<file path="config.mk">
export PLATFORM = sky130hd
export DESIGN_NAME = mpi_parallel_port
export DESIGN_NICKNAME = d
export VERILOG_FILES = /design/src/rtl/mpi_parallel_port.sv
export SDC_FILE = /design/constraint.sdc
export NUM_CORES = 1
export LEC_CHECK = 0
export ABC_AREA = 1
export CAP_MARGIN = 20
export CORE_UTILIZATION = 45
export CTS_CLUSTER_DIAMETER = 100
export DETAILED_ROUTE_END_ITERATION = 8
export PLACE_DENSITY = 0.71
export RECOVER_POWER = 25
export SETUP_SLACK_MARGIN = 0.05
export SLEW_MARGIN = 20
export SYNTH_ARGS = -nofsm -noshare
export SYNTH_HDL_FRONTEND = slang
export SYNTH_SLANG_ARGS = --single-unit
</file>
<file path="constraint.sdc">
create_clock -name clk -period 1.45 [get_ports clk]
set_clock_uncertainty 0.05 [all_clocks]
set_input_delay 0.145 -clock clk [delete_from_list [all_inputs] [get_ports clk]]
set_output_delay 0.145 -clock clk [all_outputs]
set_load 0.03 [all_outputs]
</file>
<file path="src/rtl/mpi_parallel_port.sv">
// Multi-channel user parallel port on the MPI bus: per-channel output register with
// a delayed write strobe, per-channel input latch, and a pending-strobe status word.
module mpi_parallel_port #(
  parameter int          CHANNELS     = 1,
  parameter logic [15:0] BASE_ADDR    = 16'o177714,
  parameter int          STROBE_DELAY = 1,
  parameter int          STROBE_WIDTH = 2,
  parameter bit          LEGACY_LATCH = 1'b1
) (
  input  logic                    clk,
  input  logic                    nRST,
  input  logic [15:0]             nAD_in,
  output logic [15:0]             nAD_out,
  output logic                    nAD_oe,
  input  logic                    nSYNC,
  input  logic                    nDIN,
  input  logic                    nDOUT,
  input  logic                    nWTBT,
  output logic                    nRPLY,
  input  logic [16*CHANNELS-1:0]  XT_in,
  output logic [16*CHANNELS-1:0]  XT_out,
  output logic [CHANNELS-1:0]     STROBE
);

  localparam int          DW        = $clog2(STROBE_DELAY + 1);
  localparam int          WW        = $clog2(STROBE_WIDTH + 1);
  localparam logic [15:0] BASE_EVEN = {BASE_ADDR[15:1], 1'b0};

  typedef enum logic [2:0] {IDLE, ADDR_LATCH, ARMED, READ, WRITE, WAIT_END} state_t;

  state_t      state_q;
  logic [1:0]  sync_ff_q, din_ff_q, dout_ff_q;
  logic        sync_prev_q, din_prev_q;
  logic [2:0]  sync_vld_q;
  logic        sync_s, din_s, dout_s, sync_fall, din_fall;

  logic        sel_out_q, sel_in_q, sel_stat_q, addr_lsb_q;
  logic [1:0]  sel_ch_q;
  logic        nrply_q, oe_q;
  logic [15:0] nad_out_q;

  logic [15:0] a_in, a_even, rd_data;
  logic        dec_out, dec_in, dec_stat;
  logic [1:0]  dec_ch;
  logic        enter_read, enter_write;

  logic [16*CHANNELS-1:0] out_all, in_all;
  logic [CHANNELS-1:0]    pend, wr_commit, in_load;

  // The synchronisers reset to the idle level; the valid shift register keeps the
  // edge detectors blind until real pin samples have reached the compare stage, so a
  // strobe held low across reset is never mistaken for a fresh falling edge.
  always_ff @(posedge clk or negedge nRST) begin
    if (!nRST) begin
      sync_ff_q   <= 2'b11;
      din_ff_q    <= 2'b11;
      dout_ff_q   <= 2'b11;
      sync_prev_q <= 1'b1;
      din_prev_q  <= 1'b1;
      sync_vld_q  <= 3'b000;
    end else begin
      sync_ff_q   <= {sync_ff_q[0], nSYNC};
      din_ff_q    <= {din_ff_q[0], nDIN};
      dout_ff_q   <= {dout_ff_q[0], nDOUT};
      sync_prev_q <= sync_ff_q[1];
      din_prev_q  <= din_ff_q[1];
      sync_vld_q  <= {sync_vld_q[1:0], 1'b1};
    end
  end

  assign sync_s    = sync_ff_q[1];
  assign din_s     = din_ff_q[1];
  assign dout_s    = dout_ff_q[1];
  assign sync_fall = sync_vld_q[2] & sync_prev_q & ~sync_s;
  assign din_fall  = sync_vld_q[2] & din_prev_q & ~din_s;

  assign a_in   = ~nAD_in;
  assign a_even = {a_in[15:1], 1'b0};

  always_comb begin
    dec_out  = 1'b0;
    dec_in   = 1'b0;
    dec_ch   = 2'd0;
    for (int k = 0; k < CHANNELS; k++) begin
      if (a_even == BASE_EVEN + 16'(4 * k)) begin
        dec_out = 1'b1;
        dec_ch  = 2'(k);
      end
      if (a_even == BASE_EVEN + 16'(4 * k + 2)) begin
        dec_in = 1'b1;
        dec_ch = 2'(k);
      end
    end
    dec_stat = (a_even == BASE_EVEN + 16'(4 * CHANNELS));
  end

  assign enter_read  = (state_q == ARMED) && !din_s;
  assign enter_write = (state_q == ARMED) && din_s && !dout_s;

  // A read of an input register that latches this very clock returns the pins directly.
  always_comb begin
    rd_data = 16'h0000;
    for (int k = 0; k < CHANNELS; k++) begin
      if (sel_ch_q == 2'(k)) begin
        if (sel_out_q) rd_data = out_all[16*k +: 16];
        if (sel_in_q)  rd_data = in_load[k] ? XT_in[16*k +: 16] : in_all[16*k +: 16];
      end
    end
    if (sel_stat_q) rd_data = 16'(pend);
  end

  always_ff @(posedge clk or negedge nRST) begin
    if (!nRST) begin
      state_q    <= IDLE;
      sel_out_q  <= 1'b0;
      sel_in_q   <= 1'b0;
      sel_stat_q <= 1'b0;
      sel_ch_q   <= 2'd0;
      addr_lsb_q <= 1'b0;
      nrply_q    <= 1'b1;
      oe_q       <= 1'b0;
      nad_out_q  <= 16'hFFFF;
    end else begin
      case (state_q)
        IDLE: if (sync_fall) state_q <= ADDR_LATCH;
        ADDR_LATCH: begin
          sel_out_q  <= dec_out;
          sel_in_q   <= dec_in;
          sel_stat_q <= dec_stat;
          sel_ch_q   <= dec_ch;
          addr_lsb_q <= a_in[0];
          state_q    <= (dec_out || dec_in || dec_stat) ? ARMED : WAIT_END;
        end
        ARMED: begin
          if (!din_s) begin
            nad_out_q <= ~rd_data;
            oe_q      <= 1'b1;
            state_q   <= READ;
          end else if (!dout_s) begin
            state_q <= WRITE;
          end else if (sync_s) begin
            state_q <= IDLE;
          end
        end
        READ: begin
          if (din_s) begin
            nrply_q   <= 1'b1;
            oe_q      <= 1'b0;
            nad_out_q <= 16'hFFFF;
            state_q   <= WAIT_END;
          end else begin
            nrply_q <= 1'b0;
          end
        end
        WRITE: begin
          if (dout_s) begin
            nrply_q <= 1'b1;
            state_q <= WAIT_END;
          end else begin
            nrply_q <= 1'b0;
          end
        end
        WAIT_END: if (sync_s) state_q <= IDLE;
        default:  state_q <= IDLE;
      endcase
    end
  end

  assign nRPLY   = nrply_q;
  assign nAD_oe  = oe_q;
  assign nAD_out = nad_out_q;

  generate
    for (genvar gi = 0; gi < CHANNELS; gi++) begin : g_ch
      logic [15:0]   out_q, in_q;
      logic [DW-1:0] dly_q;
      logic [WW-1:0] wid_q;
      logic          stb_q;
      logic          hit;

      assign hit           = (sel_ch_q == 2'(gi));
      assign wr_commit[gi] = enter_write & sel_out_q & hit;
      assign in_load[gi]   = LEGACY_LATCH ? din_fall : (enter_read & sel_in_q & hit);

      // The byte value travels on the low data lines; A[0] picks the destination lane.
      always_ff @(posedge clk or negedge nRST) begin
        if (!nRST) begin
          out_q <= 16'h0000;
          in_q  <= 16'h0000;
          dly_q <= '0;
          wid_q <= '0;
          stb_q <= 1'b0;
        end else begin
          if (wr_commit[gi]) begin
            if (!nWTBT) begin
              if (addr_lsb_q) out_q[15:8] <= a_in[7:0];
              else            out_q[7:0]  <= a_in[7:0];
            end else begin
              out_q <= a_in;
            end
            dly_q <= DW'(STROBE_DELAY);
            wid_q <= '0;
            stb_q <= 1'b0;
          end else if (dly_q != '0) begin
            dly_q <= dly_q - DW'(1);
            if (dly_q == DW'(1)) begin
              stb_q <= 1'b1;
              wid_q <= WW'(STROBE_WIDTH);
            end
          end else if (wid_q != '0) begin
            wid_q <= wid_q - WW'(1);
            if (wid_q == WW'(1)) stb_q <= 1'b0;
          end
          if (in_load[gi]) in_q <= XT_in[16*gi +: 16];
        end
      end

      assign out_all[16*gi +: 16] = out_q;
      assign in_all[16*gi +: 16]  = in_q;
      assign STROBE[gi]           = stb_q;
      assign pend[gi]             = stb_q | (dly_q != '0);
    end
  endgenerate

  assign XT_out = out_all;

endmodule

</file>
# Yosys cells after proc, flatten, opt, wreduce, memory -nomap -nowiden

Cells that the tools add are included.

Bitwise operators: 10
Muxes and demuxes: 35
Eq/ne operators: 14
$add $sub $neg: 2
Reduce and logical (&&, ||, !) cells: 17

Operators by type and width:

| kind                                                            | number |
|---|---|
| 16-bit two-way mux                                              | 7 |
| 15-bit == test, second input constant                           | 3 |
| 16-bit NOT                                                      | 2 |
| 16-bit one-hot mux with 2 select lines                          | 1 |
| 3-bit two-way mux                                               | 7 |
| 3-bit one-hot mux with 6 select lines                           | 1 |
| 8-bit two-way mux                                               | 2 |
| 1-bit two-way mux                                               | 12 |
| 2-bit inequality test, second input constant                    | 5 |
| 2-bit nonzero test                                              | 4 |
| 3-bit by 2-bit == test with 1-bit output, second input constant | 2 |
| 3-bit == test, second input constant                            | 2 |
| 2-bit two-way mux                                               | 3 |
| 2-bit AND reduction                                             | 3 |
| 3-bit AND reduction                                             | 2 |
| 3-bit nonzero test                                              | 2 |
| 1-bit AND                                                       | 5 |
| 1-bit one-hot mux with 2 select lines                           | 2 |
| 3-bit by 1-bit == test with 1-bit output, second input constant | 1 |
| 3-bit zero test                                                 | 1 |
| 2-bit by 1-bit == test with 1-bit output, second input constant | 1 |
| 1-bit logical AND                                               | 2 |
| 1-bit logical OR                                                | 2 |
| 1-bit NOT                                                       | 2 |
| other kinds (4)                                                 | 4 |

Input port bits: 38
Register bits after elaboration: 72

# Longest topological paths before layout

Depth after elaboration: 8
Mapped depth: 11
Depth with buffers taken out: 10

# Least setup slack after synthesis

No wires, ideal clock.

Path kind: register to register
From: register state_q[2]
To: register g_ch[0].out_q[6] (netlist: XT_out[6])
Clock period less this slack: 1.450 ns
Path slack: 0.000 ns
Arrival time: 1.281 ns
Data required time: 1.281 ns
Stages on the path, launching flop included: 12
Cell sequence: dfrtp_1 inv_2 nand2_2 nor2_4 nand2_2 nor2_4 nand2_4 inv_6 o21ai_4 buf_6 nand2_1 o21ai_2

Longest elaborated chain between the ends: 5

RTL lines:

| element                                  | line | text |
|---|---|---|
| start, declared                          | 31   | `state_t state_q;` |
| start signal, assigned                   | 132  | `state_q <= (dec_out \|\| dec_in \|\| dec_stat) ? ARMED : WAIT_END;` |
| 3-bit by 2-bit == test with 1-bit output | 98   | `assign enter_write = (state_q == ARMED) && din_s && !dout_s;` |
| 1-bit logical AND (2 in a row)           | 98   |  |
| 1-bit AND                                | 182  | `assign wr_commit[gi] = enter_write & sel_out_q & hit;` |
| named net wr_commit                      | 48   | `logic [CHANNELS-1:0] pend, wr_commit, in_load;` |
| 2-bit AND reduction (no source line)     | --   |  |
| end signal, assigned                     | 197  | `else out_q[7:0] <= a_in[7:0];` |
| end signal, assigned                     | 199  | `out_q <= a_in;` |
| end, declared                            | 175  | `logic [15:0] out_q, in_q;` |

The timed path passes the listed nets, and every way through them passes these cells.
A chain may end at the register's enable or synchronous reset.

# Final worst setup path

From: register state_q[2]
To: register g_ch[0].out_q[8] (netlist: XT_out[8])

Longest elaborated chain between the ends: 5

RTL lines:

| element                                  | line | text |
|---|---|---|
| 3-bit by 2-bit == test with 1-bit output | 98   |  |
| 1-bit logical AND (2 in a row)           | 98   |  |
| 1-bit AND                                | 182  |  |
| 2-bit AND reduction (no source line)     | --   |  |
| end signal, assigned                     | 196  | `if (addr_lsb_q) out_q[15:8] <= a_in[7:0];` |
| end signal, assigned                     | 199  |  |

Every way passes these cells.

==> impl_metrics.toml <==
[finish]
diodes = 0
area_growth_pct = 56.6
layout.nets = 523
fin_util = 0.745
instances_no_fill = 584
nFillCells = 503
drive_above_1_share = 0.402

[timing]
layout_min_cycle_time_ns = 1.58
slew_headroom = 0.360
fmax_ghz = 0.633
tightest_slew_ns = 0.960
finalSetupViolCount = 32
setup_ws_ns = -0.130
finalHoldViolations = 0
fin_crit_sh = 1.09
drv_slew = 0
grt_setup_unrepaired = "true"

[die]
die_y_um = 87.4
rows = 30
coreArea_um2 = 6910
die_w_um = 87.4
die-area_um2 = 7640
start_util = 0.476
ios = 73

[worst_setup_path]
cpPeakStageDelay_ns = 0.40
critPathArrivalTime_ns = 1.77
path_class = "register to register"
path_max_fanout = 8
path_cells = "inv_2 > nand2_4 > nor2_4 > buf_6 > nand2_4 > nor2_4 > nand2_4 > nor2_4 > clkbuf_16 > o21ai_1"
slowest_stage = "dfrtp_1"
worst_setup_path_start_kind = "register"
required_ns = 1.65
crit_path_end_kind = "register"

[detailed_routing]
wl_met2_um = 4890
drc = 0
top_layer = "met4"
vias = 2951
wl_per_cell_um = 15.9
via_per_inst = 5.05
drt-pass1-iter-count = 4
wl_um = 9270
wl_met1_um = 3790
ant_nets = 0
wl_met3_um = 447
drtIter0Drc = 147

[power]
p_switching_w = 0.00169
combPwrFrac = 0.247
p_seq_frac = 0.428
ir_worst_vdd_uv = 1150
p_leak_nw = 2.40
clkPwrFrac = 0.325
swShare = 0.306
powerDensity_nw_per_um2 = 1080
internal-power_w = 0.00385

[synthesis]
synth-seq-cells = 72
synth_ff_type = "dfrtp_1"
ys_top_cells_by_area = "dfrtp_1, dfstp_2, nand2_1"
ys_seq_area_frac = 0.558
async_flop_share = 1.00
syn_area_um2 = 3280
synth_most_common_cell = "nand2_1"
synth.avg_cell_area_um2 = 9.00
synth.largest_area_cell = "dfrtp_1"
synthCells = 365
yosys-top-cells-count = "nand2_1, dfrtp_1, inv_1"
synth_top_cell_area_share = 0.358
synth_cell_types = 33
synth_edf_count = 0
ys_warn_count = 0
synth_nets = 405

[run_status]
violations = "negative setup slack"
status = "complete, but fails checks"

[grt]
overflow = 0
antenna_found_initial = 0
grt_max_degree = 73
gr-usage-all-layers = 0.247
grt_pass1_vias = 2878
grt_pass1_wl_um = 13900

[placed_design]
dp_hpwl_um = 5530
dp_slack_ns = -0.246
dp.cells = 545
port_buffers = 72
gp_congestion = 0.823

[clock_network]
clkLatencyLatePin_ns = 0.36
clk_path_buf_depth = 2
cts_sinks = 72
clkSlewWorstSetupHoldPaths_ns = 0.08
cts-root-buf = "clkbuf_8"
cts_tree = "built"
h-tree-depth = 3
cts_buffers = 9

[min_path]
hold_class = "input port to register"

[job]
cap_viol_max_count = 0
## power groups by stage
stage	combinational [W]	sequential (W)	clock, W
3_3_place_gp	0.000975	0.00235	0
6_report	0.00137	0.00237	0.00180
4_1_cts	0.00122	0.00235	0.00182
3_5_place_dp	0.00102	0.00236	0
2_1_floorplan	0.000486	0.00241	0
5_1_grt	0.00150	0.00239	0.00191
## flip-flops by register name, summed over array words and instances, names as in the netlist, 2 cells and up
name / flops
XT_out: 16
din_ff_q: 2
dout_ff_q: 2
g_ch.in_q: 16
g_ch.wid_q: 2
nAD_out: 16
state_q: 3
sync_ff_q: 2
sync_vld_q: 3
## metrics by stage
| stage | power, W | setup TNS (ns) | hold WS, ns | cell area, um^2 |
|---|---|---|---|---|
| 2_1_floorplan | 0.00290 | -0.0000131 | -0.201 | 3280 |
| 3_3_place_gp | 0.00333 | -3.37 | 0.153 | 4290 |
| 3_5_place_dp | 0.00337 | -4.04 | 0.151 | 4290 |
| 4_1_cts | 0.00539 | -0.681 | 0.133 | 4980 |
| 5_1_grt | 0.00579 | -5.40 | 0.271 | 5140 |
| 6_report | 0.00554 | -2.11 | 0.281 | 5140 |
## worst max-delay path, delay by kind of cell (launching register included)
family	cells	cell delay [ns]
compound gates	1	0.06
buf+inv	3	0.37
flops	1	0.40
simple gates	6	0.58
## final timing paths
kind	from	cells after the start	to	slack [ns]
max in group asynchronous	nRST	3	XT_out[1]	0.19
worst min-delay path	nDOUT	1	dout_ff_q[0]	0.28
worst max-delay path	state_q[2]	10	XT_out[8]	-0.13
worst min register to register	sync_vld_q[0]	0	sync_vld_q[1]	0.30
min in group asynchronous	nRST	3	g_ch[0].in_q[5]	0.51
worst max register to register	state_q[2]	10	XT_out[8]	-0.13
## kinds of logic after synthesis
family / count (synthesis) / synth area share
and+or+nand+nor: 146 / 0.192
DFF: 72 / 0.558
other: 1 / 0.00114
adders and majority gates: 2 / 0.00762
AOI/OAI and AO/OA: 79 / 0.149
muxes: 3 / 0.00914
buffers and inverters: 62 / 0.0830
## layout make-up
cell class / count / area, um^2 / share of cell area
Inverter: 50 / 193 / 0.0375
Clock inverter: 7 / 100 / 0.0195
Tap cell: 96 / 120 / 0.0234
Timing Repair Buffer: 118 / 1190 / 0.231
Sequential cell: 72 / 1830 / 0.356
Multi-Input combinational cell: 232 / 1590 / 0.308
Clock buffer: 9 / 124 / 0.0241
## routing by layer
metal,track usage,vias to the layer above
met5,0,-
met4,0.0894,0
met3,0.0445,14
li1,-,1404
met1,0.298,1447
met2,0.440,86
## cell usage in the layout, fill, tap and decap left out, types with 3 or more instances in the layout
cell,n
nand2_4,19
o21ai_4,15
buf_4,28
nor2_4,6
nand3_1,14
a21oi_1,11
o21ai_0,12
nand2_2,12
nor2_2,3
buf_16,3
dfrtp_1,47
clkdlybuf4s50_1,33
o21ai_1,9
buf_2,12
clkdlybuf4s15_1,3
dlygate4sd3_1,4
nor2_1,29
mux2i_1,3
inv_2,3
clkbuf_8,9
inv_1,45
dlygate4sd2_1,15
a21oi_2,12
nor3_1,3
nand2_1,53
buf_12,8
nand4_1,4
inv_6,4
o21ai_2,18
buf_6,7
dfstp_2,24
## repair_timing
action | 4_1_cts | 5_1_grt
resized for setup | 153 | 64
hold buffers | 1 | 0
pin swaps | 12 | 18
cloned | 4 | 1
setup buffers | 8 | 9
endpoints found under the setup margin | 70 | 55
endpoints found under the hold margin | 47 | 0
Note: power is estimated with default switching activity, not from simulation.
